$ cat src/rtl/tick_time_keeper.sv
// Tick-to-seconds prescaler with a 24-hour BCD time of day and a checked load port.
// Optional alarm comparator is enabled with `define TICK_TIME_KEEPER_ALARM_EN.
module tick_time_keeper #(
  parameter int TICKS_PER_SEC = 4,
  parameter int PS_BIT        = 16
) (
  input  logic       i_clkin,
  input  logic       i_rst,
  input  logic       i_tick,
  input  logic       i_run,
  input  logic       i_set_valid,
  output logic       o_set_ready,
  input  logic [7:0] i_set_hh,
  input  logic [7:0] i_set_mm,
  input  logic [7:0] i_set_ss,
  output logic       o_set_err,
  output logic [7:0] o_hh,
  output logic [7:0] o_mm,
  output logic [7:0] o_ss,
  output logic       o_sec_pulse,
`ifdef TICK_TIME_KEEPER_ALARM_EN
  input  logic [7:0] i_alarm_hh,
  input  logic [7:0] i_alarm_mm,
  input  logic       i_alarm_en,
  output logic       o_alarm,
`endif
  output logic       o_day_pulse
);

  typedef enum logic [0:0] {
    ST_RUN   = 1'b0,
    ST_CHECK = 1'b1
  } state_t;

  localparam logic [PS_BIT-1:0] PS_MAX = PS_BIT'(TICKS_PER_SEC - 1);

  state_t            r_state;
  state_t            w_state_nxt;
  logic [PS_BIT-1:0] r_ps;
  logic [7:0]        r_hh, r_mm, r_ss;
  logic [7:0]        r_hold_hh, r_hold_mm, r_hold_ss;
  logic              r_sec_pulse, r_day_pulse;
  logic [7:0]        w_hh_nxt, w_mm_nxt, w_ss_nxt;
  logic              w_day_wrap;
  logic              w_tick_qual, w_advance, w_accept, w_hold_ok;

  // Legal BCD time: decimal digits only, within 23:59:59.
  function automatic logic bcd_time_ok(input logic [7:0] h, input logic [7:0] m,
                                       input logic [7:0] s);
    bcd_time_ok = (h[3:0] <= 4'd9) && (m[3:0] <= 4'd9) && (s[3:0] <= 4'd9) &&
                  (h <= 8'h23) && (m <= 8'h59) && (s <= 8'h59);
  endfunction

  assign o_set_ready = (r_state == ST_RUN) & ~i_rst;
  assign w_accept    = i_set_valid & o_set_ready;
  assign w_tick_qual = i_tick & i_run & (r_state == ST_RUN);
  assign w_advance   = w_tick_qual & (r_ps == PS_MAX);
  assign w_hold_ok   = bcd_time_ok(r_hold_hh, r_hold_mm, r_hold_ss);
  assign o_set_err   = (r_state == ST_CHECK) & ~w_hold_ok & ~i_rst;

  assign o_hh        = r_hh;
  assign o_mm        = r_mm;
  assign o_ss        = r_ss;
  assign o_sec_pulse = r_sec_pulse;
  assign o_day_pulse = r_day_pulse;

  // One-second BCD cascade; every digit resolves for the same edge.
  always_comb begin
    w_ss_nxt   = r_ss;
    w_mm_nxt   = r_mm;
    w_hh_nxt   = r_hh;
    w_day_wrap = 1'b0;
    if (r_ss[3:0] != 4'd9) begin
      w_ss_nxt = {r_ss[7:4], r_ss[3:0] + 4'd1};
    end else if (r_ss[7:4] != 4'd5) begin
      w_ss_nxt = {r_ss[7:4] + 4'd1, 4'd0};
    end else begin
      w_ss_nxt = 8'h00;
      if (r_mm[3:0] != 4'd9) begin
        w_mm_nxt = {r_mm[7:4], r_mm[3:0] + 4'd1};
      end else if (r_mm[7:4] != 4'd5) begin
        w_mm_nxt = {r_mm[7:4] + 4'd1, 4'd0};
      end else begin
        w_mm_nxt = 8'h00;
        if (r_hh == 8'h23) begin
          w_hh_nxt   = 8'h00;
          w_day_wrap = 1'b1;
        end else if (r_hh[3:0] != 4'd9) begin
          w_hh_nxt = {r_hh[7:4], r_hh[3:0] + 4'd1};
        end else begin
          w_hh_nxt = {r_hh[7:4] + 4'd1, 4'd0};
        end
      end
    end
  end

  // Next-state: an accepted load spends exactly one cycle in CHECK.
  always_comb begin
    w_state_nxt = r_state;
    case (r_state)
      ST_RUN: begin
        if (w_accept) begin
          w_state_nxt = ST_CHECK;
        end else begin
          w_state_nxt = ST_RUN;
        end
      end
      ST_CHECK: w_state_nxt = ST_RUN;
      default:  w_state_nxt = ST_RUN;
    endcase
  end

  // State register.
  always_ff @(posedge i_clkin) begin
    if (i_rst) begin
      r_state <= ST_RUN;
    end else begin
      r_state <= w_state_nxt;
    end
  end

  // Prescaler, time of day, load holding register and strobes.
  always_ff @(posedge i_clkin) begin
    if (i_rst) begin
      r_ps        <= '0;
      r_hh        <= 8'h00;
      r_mm        <= 8'h00;
      r_ss        <= 8'h00;
      r_hold_hh   <= 8'h00;
      r_hold_mm   <= 8'h00;
      r_hold_ss   <= 8'h00;
      r_sec_pulse <= 1'b0;
      r_day_pulse <= 1'b0;
    end else begin
      r_sec_pulse <= w_advance;
      r_day_pulse <= w_advance & w_day_wrap;
      if ((r_state == ST_CHECK) && w_hold_ok) begin
        r_hh <= r_hold_hh;
        r_mm <= r_hold_mm;
        r_ss <= r_hold_ss;
        r_ps <= '0;
      end else if (w_tick_qual) begin
        if (r_ps == PS_MAX) begin
          r_ps <= '0;
          r_hh <= w_hh_nxt;
          r_mm <= w_mm_nxt;
          r_ss <= w_ss_nxt;
        end else begin
          r_ps <= r_ps + PS_BIT'(1);
        end
      end
      // Ticks that arrive during CHECK are intentionally dropped by w_tick_qual.
      if (w_accept) begin
        r_hold_hh <= i_set_hh;
        r_hold_mm <= i_set_mm;
        r_hold_ss <= i_set_ss;
      end
    end
  end

`ifdef TICK_TIME_KEEPER_ALARM_EN
  logic r_alarm;
  logic w_alarm_hit;

  assign w_alarm_hit = i_alarm_en && (w_hh_nxt == i_alarm_hh) &&
                       (w_mm_nxt == i_alarm_mm) && (w_ss_nxt == 8'h00);
  assign o_alarm     = r_alarm;

  // Alarm only fires on a counted second, never on a load.
  always_ff @(posedge i_clkin) begin
    if (i_rst) begin
      r_alarm <= 1'b0;
    end else begin
      r_alarm <= w_advance & w_alarm_hit;
    end
  end
`endif

endmodule

$ cat config.mk
export PLATFORM = sky130hd
export DESIGN_NAME = tick_time_keeper
export DESIGN_NICKNAME = d
export VERILOG_FILES = /design/src/rtl/tick_time_keeper.sv
export SDC_FILE = /design/constraint.sdc
export NUM_CORES = 1
export LEC_CHECK = 0
export ABC_AREA = 1
export CAP_MARGIN = 20
export CELL_PAD_IN_SITES_DETAIL_PLACEMENT = 0
export CELL_PAD_IN_SITES_GLOBAL_PLACEMENT = 1
export CORE_ASPECT_RATIO = 0.5
export CORE_MARGIN = 2
export CORE_UTILIZATION = 38
export DETAILED_ROUTE_END_ITERATION = 16
export GPL_TIMING_DRIVEN = 0
export PLACE_DENSITY = 0.76
export SYNTH_ARGS = -nofsm -noshare
export SYNTH_HDL_FRONTEND = slang
export SYNTH_SLANG_ARGS = --single-unit
$ cat constraint.sdc
create_clock -name i_clkin -period 1.94 [get_ports i_clkin]
set_clock_uncertainty 0.1 [all_clocks]
set_input_delay 0.485 -clock i_clkin [delete_from_list [all_inputs] [get_ports i_clkin]]
set_output_delay 0.485 -clock i_clkin [all_outputs]
set_load 0.02 [all_outputs]
# After elaboration in Yosys (flattened, before gate mapping)
# Cells that the tools add are included.
# Widths: inputs -> output; s select.
# word_totals
inputBits	29
latchBits	0
memories	0
ram_bits	0
rom_bits	0
output_inout_bits	28
reg_bits	67
# op_classes
shift	0
reduce_logical	15
n_mul	0
add_sub_neg	7
n_eq_ne	12
order_cmp	6
bitwise	11
muxes	29
div	0
# ops
operator	n
$mux 8	21
$add 4x1->4 const B	6
$add 16x1->16 const B	1
$eq 16x2->1 const B	1
$le 8x7->1 const B	2
$mux 16	1
$le 4x4->1 const B	3
$ne 4x4->1 const B	3
$and 1x1->1	8
$eq 8x6->1 const B	1
$le 8x6->1 const B	1
$ne 2x1->1 const B	4
$ne 4x3->1 const B	2
$reduce_and 7->1	1
$logic_and 1x1->1	6
$mux 1	6
$reduce_and 6->1	1
$reduce_and 5->1	1
$reduce_and 4->1	1
$reduce_bool 2->1	2
$ne 3x2->1 const B	1
$not 1->1	3
$reduce_and 3->1	1
$pmux 1 s2	1
2 further kinds	2

# Longest topological paths before layout
# depth
ltp_word	10
mapped_depth	12

# Least setup slack after synthesis
# Ideal clock, no wire load.
# synth_timing
path_kind	reg2reg
from	register r_ss[4] (netlist: o_ss[4])
to	register r_hh[3] (netlist: o_hh[3])
t_required_ns	1.724
path_stages_with_launch	11
path_slack_ns	0.134
arrival_ns	1.590
path_buffers	0
path_cell_list	dfxtp_1 ha_1 nand2_1 nor2_2 inv_1 nor2_4 nand4_4 o21ai_4 inv_2 nor2_1 nor2_1
# synth_between
elab_chain_len	3
# synth_lines
element	line	rtl
start: declaration	40	logic [7:0] r_hh, r_mm, r_ss;
start signal: assignment	140	r_ss <= r_hold_ss;
start signal: assignment	147	r_ss <= w_ss_nxt;
$ne 4x3->1	75	end else if (r_ss[7:4] != 4'd5) begin
$ne 2x1->1 (no source line)	-	
$reduce_and 6->1 (no source line)	-	
end signal: assignment	138	r_hh <= r_hold_hh;
end signal: assignment	145	r_hh <= w_hh_nxt;
end: declaration	40	
# Every way passes these cells.
# A chain may end at the register's enable or synchronous reset.

# Worst setup path in the final report
# layout_timing
from	register r_hold_mm[7]
to	output o_set_err
# layout_between
elab_chain_len	6
# layout_lines
element	line	rtl
start: declaration	41	logic [7:0] r_hold_hh, r_hold_mm, r_hold_ss;
start signal: assignment	155	r_hold_mm <= i_set_mm;
$le 8x7->1	51	(h <= 8'h23) && (m <= 8'h59) && (s <= 8'h59);
$logic_and 1x1->1 (2 in series)	51	
$not 1->1	59	assign o_set_err = (r_state == ST_CHECK) & ~w_hold_ok & ~i_rst;
$and 1x1->1 (2 in series)	59	
end: declaration	16	output logic o_set_err,
# Every way passes these cells.

==> reports/metrics.cfg <==
[placement]
placed_area_mm2 = 0.00424
gp_congestion = 0.844
hpwl_um = 6750
portBuffers = 56

[clock_tree]
clockBufferDepth = 2
clk_latency_ps = 330
cts_root_buf = clkbuf_16
cts_tree = yes
h-tree-depth = 3
path_clk_slew_ps = 50
cts_buffers = 9
cts.sinks = 67

[detailed_routing]
drc = 0
ant_nets = 0
avgRoutedWirePerCell_um = 13.1
first_iter_violations = 166
routed_wl_um = 9230
via_per_inst = 4.82
num_vias = 3385
dr.pass1.iters = 4

[critical_path]
arrival_ps = 1360
cp.required_ps = 1350
start_kind = flip-flop
crit_fanout = 2
end_kind = output port
path_class = reg -> out

[sta]
rsz0062_at_grt = true
hold_viol_final = 0
whs_ps = 357
clock.fmax_mhz = 515
worst_slew_pin_slew_ps = 624
fin_crit_sh_pct = 100
min_period_ps = 1940
max-slew-margin-rel_pct = 58.4
setup_viol = 1
worst_slack_ps = -0.804
maxSlewViolCount = 0

[floorplan]
die-area_mm2 = 0.0101
boundaryPins = 57
rows = 24
core_mm2 = 0.00886
die_x_um = 140
chipHeight_um = 72.2
start_util_pct = 39.9

[yosys]
synthTopCellsByCount = nand2_1 (116), dfxtp_1 (67), nor2_1 (66)
ys_async_sr_fraction_pct = 0
syn_nets = 539
synth_edf_count = 0
synth_top_area_share_pct = 37.9
ys_ff_latch = 67
avgSynthCellArea_um2 = 7.06
syn_area_mm2 = 0.00354
synth.distinct_cells = 39
synth_ff_type = dfxtp_1
synth_top_area_cell = dfxtp_1
synthCells = 501
yosys_warnings = 0
yosysMostFrequentCell = nand2_1
yosysSeqAreaShare_pct = 37.9
synth.area.top_cells = dfxtp_1 (38%), nand2_1 (12%), nor2_1 (7.0%), inv_1 (6.1%), o21ai_0 (5.2%)

[finish]
drive_above_1_share_pct = 15.5
syn_to_final_growth_pct = 33.2
final_nets = 619
n_antenna_cell = 0
design_area_mm2 = 0.00471

[global_routing]
grt_max_degree = 11
grt_antenna_before_repair = 0
grt_pass1_vias = 3152
grt_use_total_pct = 19.4
grt_pass1_wl_um = 15400
grt.overflow.total = 0

[hold_path]
worstHoldPathType = in -> reg

[job]
maxCapViolations = 0

[pwr]
max-vdd-ir-drop_v = 0.000494
leakagePower_nw = 2.09
pwr_density_cell_mw_per_mm2 = 735
p_total_mw = 3.46

[run_status]
status = finished with violations
violations = setup timing

## final timing paths
| kind | startpoint | endpoint | slack (ps) | cells after the start |
|---|---|---|---|---|
| setup / recovery | r_hold_mm[7] | o_set_err | -0.8 | 9 |
| hold / removal | i_rst | o_sec_pulse | 360 | 2 |
| setup reg to reg | r_hold_mm[7] | o_mm[6] | 90 | 11 |
| hold reg to reg | r_hold_ss[7] | r_hold_ss[7] | 370 | 2 |
## logic make-up after synthesis
kind of cell    share of synthesized area [%]
compound gates                           13.5
xor+xnor                                 4.21
fa+ha+maj                                3.18
buf+inv                                  8.70
flops                                    37.9
simple gates                             32.4
## layout by cell type, fill, tap and decap left out, drive strengths merged
cell type,synthesis,routed
nand4,5,5
ha,9,9
a211oi,1,1
dfxtp,67,67
a21oi,10,10
dlymetal6s2s,0,3
nand3,34,34
and3,2,2
nor3,13,13
clkinv,1,3
clkdlybuf4s15,0,1
inv,61,61
clkbuf,8,23
buf,6,20
o211ai,1,1
a31oi,2,2
nor3b,2,2
nor2,75,75
xnor2,5,5
o31ai,18,18
clkdlybuf4s50,0,31
o21bai,1,1
dlygate4sd2,0,19
o21a,1,1
nand2,118,118
nand3b,1,1
o21ai,47,47
xor2,12,12
or2,1,1
## cell type report
class,instances,area [um^2]
buffer,14,85.1
clock buffer,14,264
clock inverter,2,10.0
fill,861,4150
inverter,62,240
multi-input combinational,358,1980
sequential,67,1350
tap,117,146
timing repair buffer,69,636
## power by group
group | internal, mW | switching, mW | total, mW
logic | 0.191 | 0.262 | 0.453
registers | 1.44 | 0.0571 | 1.50
clock network | 0.931 | 0.577 | 1.51
total | 2.57 | 0.896 | 3.46
## flip-flops by register name, indices dropped and copies added, names as in the netlist
| name | flops |
|---|---|
| r_ps | 16 |
| o_hh | 8 |
| o_mm | 8 |
| o_ss | 8 |
| r_hold_hh | 8 |
| r_hold_mm | 8 |
| r_hold_ss | 8 |
| o_day_pulse | 1 |
| o_sec_pulse | 1 |
| r_state | 1 |
## routing by layer
layer	up-vias	GRT usage [%]	wire [um]
met5	-	0	0
met4	0	5.39	22
met3	2	4.22	375
met2	49	32.4	4140
met1	1557	25.8	4690
li1	1777	-	-
## metrics by stage
step	setup TNS (ps)	setup slack (ps)	util, %	cells
6_report	-0.804	-0.804	53.2	703
5_1_grt	-92.1	-75.9	53.2	703
4_1_cts	-40.9	-40.9	51.0	690
3_5_place_dp	-16210	-785	47.9	674
3_3_place_gp	-16260	-794	47.9	674
2_1_floorplan	0	134	-	501
## worst max-delay path, cell delays in order, from the launching register on
cell	delay [ps]
dfxtp_2	310
inv_2	50
nand2_2	50
nor2_2	100
nand2_2	70
nor2_4	130
nand2_1	60
nand2_1	50
nor2_1	40
buf_4	150
## timing repair
| action | 4_1_cts | 5_1_grt |
|---|---|---|
| gates resized for setup | 36 | 40 |
| pin swaps | 0 | 11 |
| endpoints found under the setup margin | 40 | 53 |
| endpoints found under the hold margin | 0 | 0 |
| hold buffers | 0 | 0 |
| buffers inserted | 0 | 13 |
No activity file was read; power rests on OpenSTA's default activity.
